==> src/rtl/ex_mem_result_buffer_pkg.sv <==
// Shared types for the EX->MEM result buffer: control bundle, result beat
// struct and the occupancy state enum of the 2-entry skid buffer.
package ex_mem_result_buffer_pkg;

  localparam int RES_DATA_W = 32;
  localparam int CTRL_W     = 8;

  // Control bundle is opaque to this block; it is only carried along.
  typedef logic [CTRL_W-1:0] control_type;

  // Bubble/NOP control value presented when no beat is held.
  localparam control_type CTRL_NOP = 8'h00;

  // One EX result beat.
  typedef struct packed {
    logic [RES_DATA_W-1:0] alu_data;
    logic [RES_DATA_W-1:0] memory_data;
    logic                  overflow;
    logic                  zero;
    control_type           control;
    logic                  compflg;
  } ex_result_t;

  // Buffer occupancy: nothing, head only, head plus skid.
  typedef enum logic [1:0] {
    ST_EMPTY = 2'd0,
    ST_ONE   = 2'd1,
    ST_FULL  = 2'd2
  } buf_state_e;

endpackage

==> src/rtl/ex_mem_result_buffer_skid.sv <==
// Generic 2-entry valid/ready skid buffer carrying ex_result_t beats.
// Both handshake outputs are registered; clr drops every held beat and
// zeroes the storage so the presented bundle reads as a bubble.
module ex_mem_result_buffer_skid
  import ex_mem_result_buffer_pkg::*;
(
  input  logic       clk,
  input  logic       rst_n,
  input  logic       clr,
  input  logic       in_valid,
  output logic       in_ready,
  input  ex_result_t in_data,
  output logic       out_valid,
  input  logic       out_ready,
  output ex_result_t out_data
);

  buf_state_e state_r, state_n_s;
  ex_result_t head_r, head_n_s;
  ex_result_t skid_r, skid_n_s;
  logic       in_ready_r;
  logic       out_valid_r;
  logic       accept_s;
  logic       deliver_s;

  assign accept_s  = in_valid && in_ready_r;
  assign deliver_s = out_valid_r && out_ready;

  // Next-state and storage steering for the head/skid pair.
  always_comb begin
    state_n_s = state_r;
    head_n_s  = head_r;
    skid_n_s  = skid_r;
    if (clr) begin
      state_n_s = ST_EMPTY;
      head_n_s  = '0;
      skid_n_s  = '0;
    end else begin
      case (state_r)
        ST_EMPTY: begin
          if (accept_s) begin
            state_n_s = ST_ONE;
            head_n_s  = in_data;
          end else begin
            state_n_s = ST_EMPTY;
          end
        end
        ST_ONE: begin
          if (accept_s && !deliver_s) begin
            state_n_s = ST_FULL;
            skid_n_s  = in_data;
          end else if (accept_s && deliver_s) begin
            state_n_s = ST_ONE;
            head_n_s  = in_data;
          end else if (deliver_s) begin
            state_n_s = ST_EMPTY;
          end else begin
            state_n_s = ST_ONE;
          end
        end
        ST_FULL: begin
          if (deliver_s) begin
            state_n_s = ST_ONE;
            head_n_s  = skid_r;
          end else begin
            state_n_s = ST_FULL;
          end
        end
        default: begin
          state_n_s = ST_EMPTY;
        end
      endcase
    end
  end

  // State, storage and registered handshake outputs.
  always_ff @(posedge clk or negedge rst_n) begin
    if (!rst_n) begin
      state_r     <= ST_EMPTY;
      head_r      <= '0;
      skid_r      <= '0;
      in_ready_r  <= 1'b1;
      out_valid_r <= 1'b0;
    end else begin
      state_r     <= state_n_s;
      head_r      <= head_n_s;
      skid_r      <= skid_n_s;
      in_ready_r  <= (state_n_s != ST_FULL);
      out_valid_r <= (state_n_s != ST_EMPTY);
    end
  end

  assign in_ready  = in_ready_r;
  assign out_valid = out_valid_r;
  assign out_data  = head_r;

endmodule

==> src/rtl/ex_mem_result_buffer.sv <==
// EX->MEM result buffer: packs the EX bundle into a beat, buffers it in a
// 2-entry skid buffer with flush, and counts delivered overflowed results.
module ex_mem_result_buffer
  import ex_mem_result_buffer_pkg::*;
#(
  parameter int DATA_W = RES_DATA_W,
  parameter int CNT_W  = 16
) (
  input  logic              clk,
  input  logic              rst_n,
  input  logic              ex_valid,
  output logic              ex_ready,
  input  logic [DATA_W-1:0] ex_alu_data,
  input  logic [DATA_W-1:0] ex_memory_data,
  input  logic              ex_overflow,
  input  logic              ex_zero,
  input  control_type       ex_control,
  input  logic              ex_compflg,
  input  logic              flush,
  output logic              mem_valid,
  input  logic              mem_ready,
  output logic [DATA_W-1:0] mem_alu_data,
  output logic [DATA_W-1:0] mem_memory_data,
  output logic              mem_overflow,
  output logic              mem_zero,
  output control_type       mem_control,
  output logic              mem_compflg,
  output logic [CNT_W-1:0]  ovf_count
);

  ex_result_t       in_beat_s;
  ex_result_t       head_s;
  logic             head_valid_s;
  logic             deliver_s;
  logic [CNT_W-1:0] ovf_count_r;

  // Gather the EX outputs into one beat.
  always_comb begin
    in_beat_s             = '0;
    in_beat_s.alu_data    = ex_alu_data;
    in_beat_s.memory_data = ex_memory_data;
    in_beat_s.overflow    = ex_overflow;
    in_beat_s.zero        = ex_zero;
    in_beat_s.control     = ex_control;
    in_beat_s.compflg     = ex_compflg;
  end

  ex_mem_result_buffer_skid u_skid (
    .clk       (clk),
    .rst_n     (rst_n),
    .clr       (flush),
    .in_valid  (ex_valid),
    .in_ready  (ex_ready),
    .in_data   (in_beat_s),
    .out_valid (head_valid_s),
    .out_ready (mem_ready),
    .out_data  (head_s)
  );

  // A head beat taken in a flush cycle still counts as delivered.
  assign deliver_s = head_valid_s && mem_ready;

  // Saturating count of delivered beats that carried the overflow flag.
  always_ff @(posedge clk or negedge rst_n) begin
    if (!rst_n) begin
      ovf_count_r <= '0;
    end else if (deliver_s && head_s.overflow && !(&ovf_count_r)) begin
      ovf_count_r <= ovf_count_r + CNT_W'(1'b1);
    end else begin
      ovf_count_r <= ovf_count_r;
    end
  end

  assign mem_valid       = head_valid_s;
  assign mem_alu_data    = head_s.alu_data;
  assign mem_memory_data = head_s.memory_data;
  assign mem_overflow    = head_s.overflow;
  assign mem_zero        = head_s.zero;
  assign mem_control     = head_s.control;
  assign mem_compflg     = head_s.compflg;
  assign ovf_count       = ovf_count_r;

endmodule

==> config.mk <==
export PLATFORM = sky130hd
export DESIGN_NAME = ex_mem_result_buffer
export DESIGN_NICKNAME = d
export VERILOG_FILES = /design/src/rtl/ex_mem_result_buffer_pkg.sv /design/src/rtl/ex_mem_result_buffer_skid.sv /design/src/rtl/ex_mem_result_buffer.sv
export SDC_FILE = /design/constraint.sdc
export NUM_CORES = 1
export LEC_CHECK = 0
export ABC_AREA = 0
export ABC_CLOCK_PERIOD_IN_PS = 2700
export BUFFER_PORTS_ARGS = -buffer_cell sky130_fd_sc_hd__buf_2
export CAP_MARGIN = 20
export CORE_MARGIN = 2
export CORE_UTILIZATION = 54
export CTS_CLUSTER_SIZE = 20
export DETAILED_ROUTE_END_ITERATION = 7
export GPL_ROUTABILITY_DRIVEN = 0
export PLACE_DENSITY = 0.77
export SETUP_SLACK_MARGIN = 0.2
export SYNTH_ARGS = -nofsm -noshare
export SYNTH_HDL_FRONTEND = slang
export SYNTH_HIERARCHICAL = 1
export SYNTH_SLANG_ARGS = --single-unit
==> constraint.sdc <==
create_clock -name clk -period 2.7 [get_ports clk]
set_input_delay 0.81 -clock clk [delete_from_list [all_inputs] [get_ports clk]]
set_output_delay 0.81 -clock clk [all_outputs]
set_load 0.05 [all_outputs]
==> results of run 1 <==
## area by class of cell
| class | instances | area, um^2 | share of cell area [%] |
|---|---|---|---|
| multi-input cells | 458 | 3340 | 35.0 |
| clock buffers | 19 | 453 | 4.74 |
| repair buffers | 192 | 1090 | 11.4 |
| diodes | 2 | 5.00 | 0.0524 |
| flip-flops and latches | 170 | 4260 | 44.6 |
| clock inverters | 13 | 168 | 1.76 |
| inverters | 1 | 3.75 | 0.0393 |
| well taps | 184 | 230 | 2.41 |
## worst max-delay path by stage
stage                 startpoint                   to
3_5_place_dp            ex_valid  u_skid/out_data[60]
3_3_place_gp            ex_valid  u_skid/out_data[71]
2_1_floorplan              flush  u_skid/out_data[10]
4_1_cts        u_skid/state_r[0]  u_skid/out_data[60]
5_1_grt        u_skid/state_r[0]  u_skid/out_data[60]
6_report       u_skid/state_r[0]  u_skid/out_data[60]
## critical path, cell delays in order, from the launching register on
cell and delay, ns:
dfrtp_1 0.46, nor2_1 0.13, a31oi_4 0.88, buf_4 0.55
a32o_1 0.25
## registers in the layout (all words and copies together), names as in the netlist
signal            cells
u_skid/state_r        2
ovf_count            16
u_skid/skid_r        75
u_skid/in_ready       1
u_skid/out_valid      1
u_skid/out_data      75
## per-stage QoR
| stage | hold WS, ns | instance area (um^2) | util, % |
|---|---|---|---|
| final | 0.340 | 9550 | 66.2 |
| after global routing | 0.377 | 9540 | 66.2 |
| after floorplan | 0.513 | 7930 | - |
| after detailed placement | 0.508 | 8920 | 61.8 |
| after CTS | 0.360 | 9540 | 66.2 |
| after global placement | 0.487 | 8920 | 61.8 |
## synthesized netlist by cell type (2+ instances only)
| master | number | area share [%] |
|---|---|---|
| nand2_1 | 10 | 0.47 |
| nand4_1 | 3 | 0.24 |
| nand3_1 | 82 | 5.2 |
| nand3b_1 | 2 | 0.19 |
| and3_1 | 4 | 0.32 |
| a32o_1 | 75 | 9.5 |
| clkbuf_1 | 37 | 1.8 |
| buf_1 | 4 | 0.19 |
| o21ai_0 | 76 | 4.8 |
| and4_1 | 3 | 0.33 |
| xnor2_1 | 2 | 0.22 |
| nor4_1 | 3 | 0.24 |
| dfrtp_1 | 169 | 53 |
| nor3_1 | 3 | 0.19 |
| mux2_2 | 71 | 10 |
| nor2_1 | 6 | 0.28 |
| buf_2 | 24 | 1.5 |
| mux2_1 | 4 | 0.57 |
| buf_4 | 9 | 0.85 |
| buf_6 | 2 | 0.28 |
| nor3b_1 | 2 | 0.19 |
| a21oi_1 | 84 | 5.3 |
| a31oi_1 | 2 | 0.16 |
| a21o_1 | 3 | 0.28 |
| xor2_1 | 8 | 0.88 |
## power by group through the flow
stage / Sequential, mW / Combinational [mW] / Clock (mW)
6_report: 2.85 / 1.48 / 2.54
5_1_grt: 2.87 / 1.57 / 2.69
4_1_cts: 2.85 / 1.48 / 2.57
3_5_place_dp: 2.89 / 1.47 / 0
3_3_place_gp: 2.88 / 1.44 / 0
2_1_floorplan: 3.34 / 0.566 / 0
## cells in the final DEF, fill, tap and decap left out, types with 8 or more instances in the layout
master       n
dfrtp_1    169
o21ai_0     76
mux2_2      71
buf_2      171
nand2_1     10
clkbuf_16   17
buf_4       14
nand3_1     82
xor2_1       8
a21oi_1     84
a32o_1      75
## cells by family (layout without fill, tap and decap cells)
kind of cell             after synthesis  count (layout)  share of synthesized area [%]
multiplexers                          76              76                           10.8
XOR/XNOR                              10              10                           1.11
adder cells (fa/ha/maj)                1               1                          0.158
flip-flops                           170             170                           53.7
AND/OR/NAND/NOR                      126             126                           8.78
other                                  0               2                              0
buffers and inverters                 77             225                           4.64
AO/OA/AOI/OAI                        245             245                           20.8
## metal layers
layer / part of all wire (%) / up-vias
met4: 1.6 / 0
met1: 42 / 3356
met5: 0 / -
li1: - / 2952
met3: 7.4 / 24
met2: 49 / 281
==> summary.md, run 1 <==
| Metric | Value |
|---|---|
| Outcome | finished, final reports clean |
| DR pass1 iterations | 7 |
| Total gr overflow | 0 |
| Largest net degree at the start of global routing | 81 |
| Setup Fix Bufs, Post-CTS | 0 |
| WP data required | 3.06 ns |
| Worst Slack Setup Final | 0.330 ns |
| Core Area | 0.0144 mm^2 |
| Reg power frac | 41.5% |
| DRT iter0 DRCs | 553 |
| Number of global-route vias before repair | 6537 |
| Initial core utilization | 55.0% |
| First-pass GRT wire length | 34400 um |
| Switching share of power | 32.0% |
| Height of the die | 125 um |
| Num ports | 173 |
| Clk buf depth | 2 |
| Vias per Instance | 6.36 |
| Mapped Nets | 786 |
| Worst reg2reg startpoint | u_skid/state_r[0] |
| Reg-to-reg setup timing slack | 0.33 ns |
| Unrepaired setup endpoints after global routing | no |
| DRT Wirelength | 21000 um |
| Predominant post-synthesis flop cell | dfrtp_1 |
| Placed cells | 1005 |
| Global-route usage over all layers | 27.2% |
| Worst R2R End | u_skid/out_data[60] |
| Net Sw Power | 2.20 mW |
| Number of max-cap violations | 0 |
| Critical path class | reg -> reg |
| Yosys Warn Count | 6 |
| Post-synthesis sequential area ratio | 53.7% |
| Mapped Area | 0.00793 mm^2 |
| Clk_lat worst skew | 0.43 ns |
| Clk network pwr share | 37.0% |
| Fillers | 1123 |
| H-tree depth | 4 |
| Pins Over Slew Limit | 0 |
| Global Route met1 Usage | 36.7% |
| Gate power share | 21.5% |
| Critical Path End Type | flip-flop |
| Post-placement setup slack | 0.0562 ns |
| I/O Buffers | 172 |
| Final setup vio count | 0 |
| Layout area overhead | 20.4% |
| Fin cells | 1039 |
| Max-slew headroom | 28.7% |
| Syn Inst Count | 705 |
| Overall power | 6.87 mW |
| DIE WIDTH | 125 um |
| Fmax | 422 MHz |
| # rows | 44 |
| Setup TNS | 0 ns |
| # DRC | 0 |
| CP max FO | 40 |
| Final Cycle Share | 87.8% |
| Lkg Pwr | 4.40 nW |
| Worst r2r path cells | 4 |
| CTS root buf | clkbuf_16 |
| Clock Sinks | 170 |
| Startpoint Class | flip-flop |
| Async SR Flop Fraction | 100% |
| Peak VDD IR | 0.513 mV |
| # resized after CTS | 0 |
| Initial antenna violation count | 2 |
| P_int | 4.67 mW |
| Number of synthesized flops with an enable pin | 0 |
| Share of post-route cells with drive strength above 1 | 36.2% |
| Clock buffer count from CTS | 17 |
| Hold-fix buffers, CTS | 0 |
| Cell Pwr Density | 720 mW/mm^2 |
| Clk_skew | 0.00574 ns |
| Register bit count reported by yosys | 170 |
| Worst Path Arrival | 2.73 ns |
| ANT nets after route | 0 |
| Worst Hold Class | in -> async |
| Grt met2 use | 43.1% |
| Number of nets in the layout | 921 |
| Met3 Use GR | 7.40% |
| Fin crit period | 2.37 ns |
| CTS tree | done |
| Total number of vias | 6613 |
| Syn Area/Cell | 11.2 um^2 |
| Worst Tran Pin Value | 1.07 ns |
| Wirelength per Cell | 20.3 um |
| DP HPWL | 13300 um |
| Die area | 0.0157 mm^2 |
| Fin. Hold Viols | 0 |
| Busiest layer in global routing | met2 |
| Synth cell types | 42 |
| Worst-path clk slew | 0.07 ns |
No activity file was read; power rests on OpenSTA's default activity.
==> run 2, diff against run 1 <==
--- a/config.mk
+++ b/config.mk
@@ -8,3 +8,3 @@
 export ABC_AREA = 0
-export ABC_CLOCK_PERIOD_IN_PS = 2700
+export ABC_CLOCK_PERIOD_IN_PS = 2500
 export BUFFER_PORTS_ARGS = -buffer_cell sky130_fd_sc_hd__buf_2
==> constraint.sdc (replaced) <==
create_clock -name clk -period 2.5 [get_ports clk]
set_input_delay 0.125 -clock clk [delete_from_list [all_inputs] [get_ports clk]]
set_output_delay 0.125 -clock clk [all_outputs]
set_load 0.05 [all_outputs]
==> run 2 against run 1 <==
  * Total power increased by 7.2%
  * Cell count increased by 7.0%
  * First-iteration DRC count decreased by 0.36%
  * Register-to-register slack improved by 0.12 ns
  * Largest power group unchanged
  * Sequential cell count unchanged
  * Critical path depth increased by 1
  * Count of clock-buffer cells in the layout increased by 3
  * Critical path type unchanged
==> summary.md, run 2 (synthesized netlist as in run 1, its figures left out) <==
| Metric | Value |
|---|---|
| Peak VDD IR | 0.413 mV (-20%) |
| Final Cycle Share | 81.8% (-5.9 points) |
| Worst-path clk slew | 0.07 ns (about the same) |
| Num ports | 173 (unchanged) |
| Number of max-cap violations | 0 (unchanged) |
| Initial core utilization | 55.0% (unchanged) |
| Seq. cell area | 0.00426 mm^2 (unchanged) |
| Reg power frac | 41.9% (+0.4 points) |
| Number of nets in the layout | 997 (+8.3%) |
| Unrepaired setup endpoints after global routing | no |
| Fillers | 982 (-13%) |
| Fin crit period | 2.05 ns (-0.324 ns) |
| Reg-to-reg setup timing slack | 0.45 ns (+0.12 ns) |
| DRT iter0 DRCs | 551 (-0.36%) |
| Setup TNS | 0 ns (unchanged) |
| Height of the die | 125 um (unchanged) |
| Layout area overhead | 29.0% |
| CTS root buf | clkbuf_16 |
| Vias per Instance | 6.27 (-1.5%) |
| Pins Over Slew Limit | 0 (unchanged) |
| HP Start | ex_valid |
| Worst r2r path cells | 5 (+1) |
| Most frequent cells in the layout | 171 x buf_2, 169 x dfrtp_1, 84 x a21oi_1, 82 x nand3_1 |
| Clock buffer count from CTS | 17 (unchanged) |
| Worst Path Arrival | 2.40 ns (-0.33 ns) |
| Max-slew headroom | 51.8% (+23 points) |
| Clk_lat worst skew | 0.43 ns (about the same) |
| Clock Sinks | 170 (unchanged) |
| I/O Buffers | 172 (unchanged) |
| Worst hold endpoint | u_skid/state_r[0] |
| Wirelength per Cell | 20.3 um (+0.13%) |
| CP max FO | 40 (unchanged) |
| DRT Wirelength | 22500 um (+7.2%) |
| Worst Tran Pin Value | 0.723 ns (-0.345 ns) |
| CTS tree | done |
| Final Core Density | 70.9% (+4.7 points) |
| Core Area | 0.0144 mm^2 (unchanged) |
| DP HPWL | 13400 um (+0.75%) |
| Commonest non-fill, non-tap cell in the layout | buf_2 |
| Gate power share | 23.1% (+1.6 points) |
| Fmax | 489 MHz (+16%) |
| Area taken by multi-input logic gates | 0.00334 mm^2 (unchanged) |
| Outcome | finished, final reports clean |
| DIE WIDTH | 125 um (unchanged) |
| H-tree depth | 4 (unchanged) |
| Lkg Pwr | 4.70 nW (+6.9%) |
| Largest net degree at the start of global routing | 78 (-3.7%) |
| Total gr overflow | 0 (unchanged) |
| Worst Hold Class | in -> reg |
| Cell Pwr Density | 720 mW/mm^2 (about the same) |
| Fin. Hold Viols | 0 (unchanged) |
| Startpoint Class | flip-flop |
| # DRC | 0 (unchanged) |
| Share of post-route cells with drive strength above 1 | 32.9% (-3.3 points) |
| Global-route usage over all layers | 28.8% (+1.6 points) |
| Die area | 0.0157 mm^2 (unchanged) |
| Worst R2R End | u_skid/out_data[20] |
| WHS Path Cells | 3 |
| P_int | 5.02 mW (+7.4%) |
| Worst reg2reg startpoint | u_skid/in_ready |
| WP data required | 2.86 ns (-0.20 ns) |
| Switching share of power | 31.9% (-0.13 points) |
| Critical Path End Type | flip-flop |
| Net Sw Power | 2.35 mW (+6.8%) |
| ANT nets after route | 0 (unchanged) |
| Total number of vias | 6971 (+5.4%) |
| Clk_skew | 0.00774 ns (+0.00200 ns) |
| DR pass1 iterations | 5 (-2) |
| Critical path class | reg -> reg |
| First-pass GRT wire length | 36300 um (+5.3%) |
| Clk buf depth | 2 (unchanged) |
| Initial antenna violation count | 1 (-1) |
| # rows | 44 (unchanged) |
| Clk network pwr share | 35.0% (-2.0 points) |
| Number of global-route vias before repair | 7148 (+9.3%) |
| Final setup vio count | 0 (unchanged) |
run 2: critical path: stages (launching register included):
cell      delay (ns)
dfstp_2         0.60
nand3b_1        0.16
buf_4           0.22
a221oi_4        0.29
buf_4           0.46
a32o_1          0.23
run 2: power by group through the flow:
stage          registers (mW)  logic [mW]  clock network (mW)
6_report                 3.09        1.70                2.58
2_1_floorplan            3.61       0.611                   0
4_1_cts                  3.08        1.69                2.61
3_5_place_dp             3.13        1.59                   0
3_3_place_gp             3.11        1.55                   0
5_1_grt                  3.11        1.80                2.72
run 2: routing by layer:
| layer | share of wire, % | track usage (%) | up-vias |
|---|---|---|---|
| met2 | 50 | 47.3 | 357 |
| met3 | 7.7 | 6.20 | 33 |
| met1 | 41 | 38.0 | 3488 |
| met4 | 2.0 | 10.7 | 0 |
| li1 | - | - | 3093 |
| met5 | 0 | 0 | - |
run 2: through the flow:
step                hold slack [ns]  setup slack (ns)  instances  power [mW]  instance area, um^2
detailed placement            0.200             0.526       1005        4.72                 8900
floorplan                    -0.171             0.649        705        4.22                 7930
global placement              0.185             0.638       1005        4.67                 8900
CTS                          0.0621             0.505       1111        7.38                10200
global route                 0.0732             0.362       1111        7.63                10200
finish                       0.0727             0.454       1112        7.37                10200
run 2: layout make-up:
class	count	area share [%]
sequential	170	41.6
multi-input combinational	458	32.6
timing repair buffer	268	17.9
clock buffer	22	4.64
tap	184	2.25
clock inverter	8	0.930
inverter	1	0.0367
antenna	1	0.0245
run 2: worst max path at each step:
stage	startpoint	to	slack [ns]	depth (start not counted)
floorplan	ovf_count[0]	ovf_count[1]	0.65	5
global placement	u_skid/in_ready	u_skid/out_data[3]	0.64	4
detailed placement	u_skid/in_ready	u_skid/out_data[21]	0.53	5
CTS	u_skid/in_ready	u_skid/out_data[73]	0.50	5
global route	u_skid/in_ready	u_skid/out_data[20]	0.36	5
finish	u_skid/in_ready	u_skid/out_data[20]	0.45	5
run 2: timing repair:
action,CTS,global route
hold buffers,76,0
buffers inserted,0,0
endpoints found under the setup margin,0,0
gates resized for setup,0,0
hold endpoints to repair,148,0
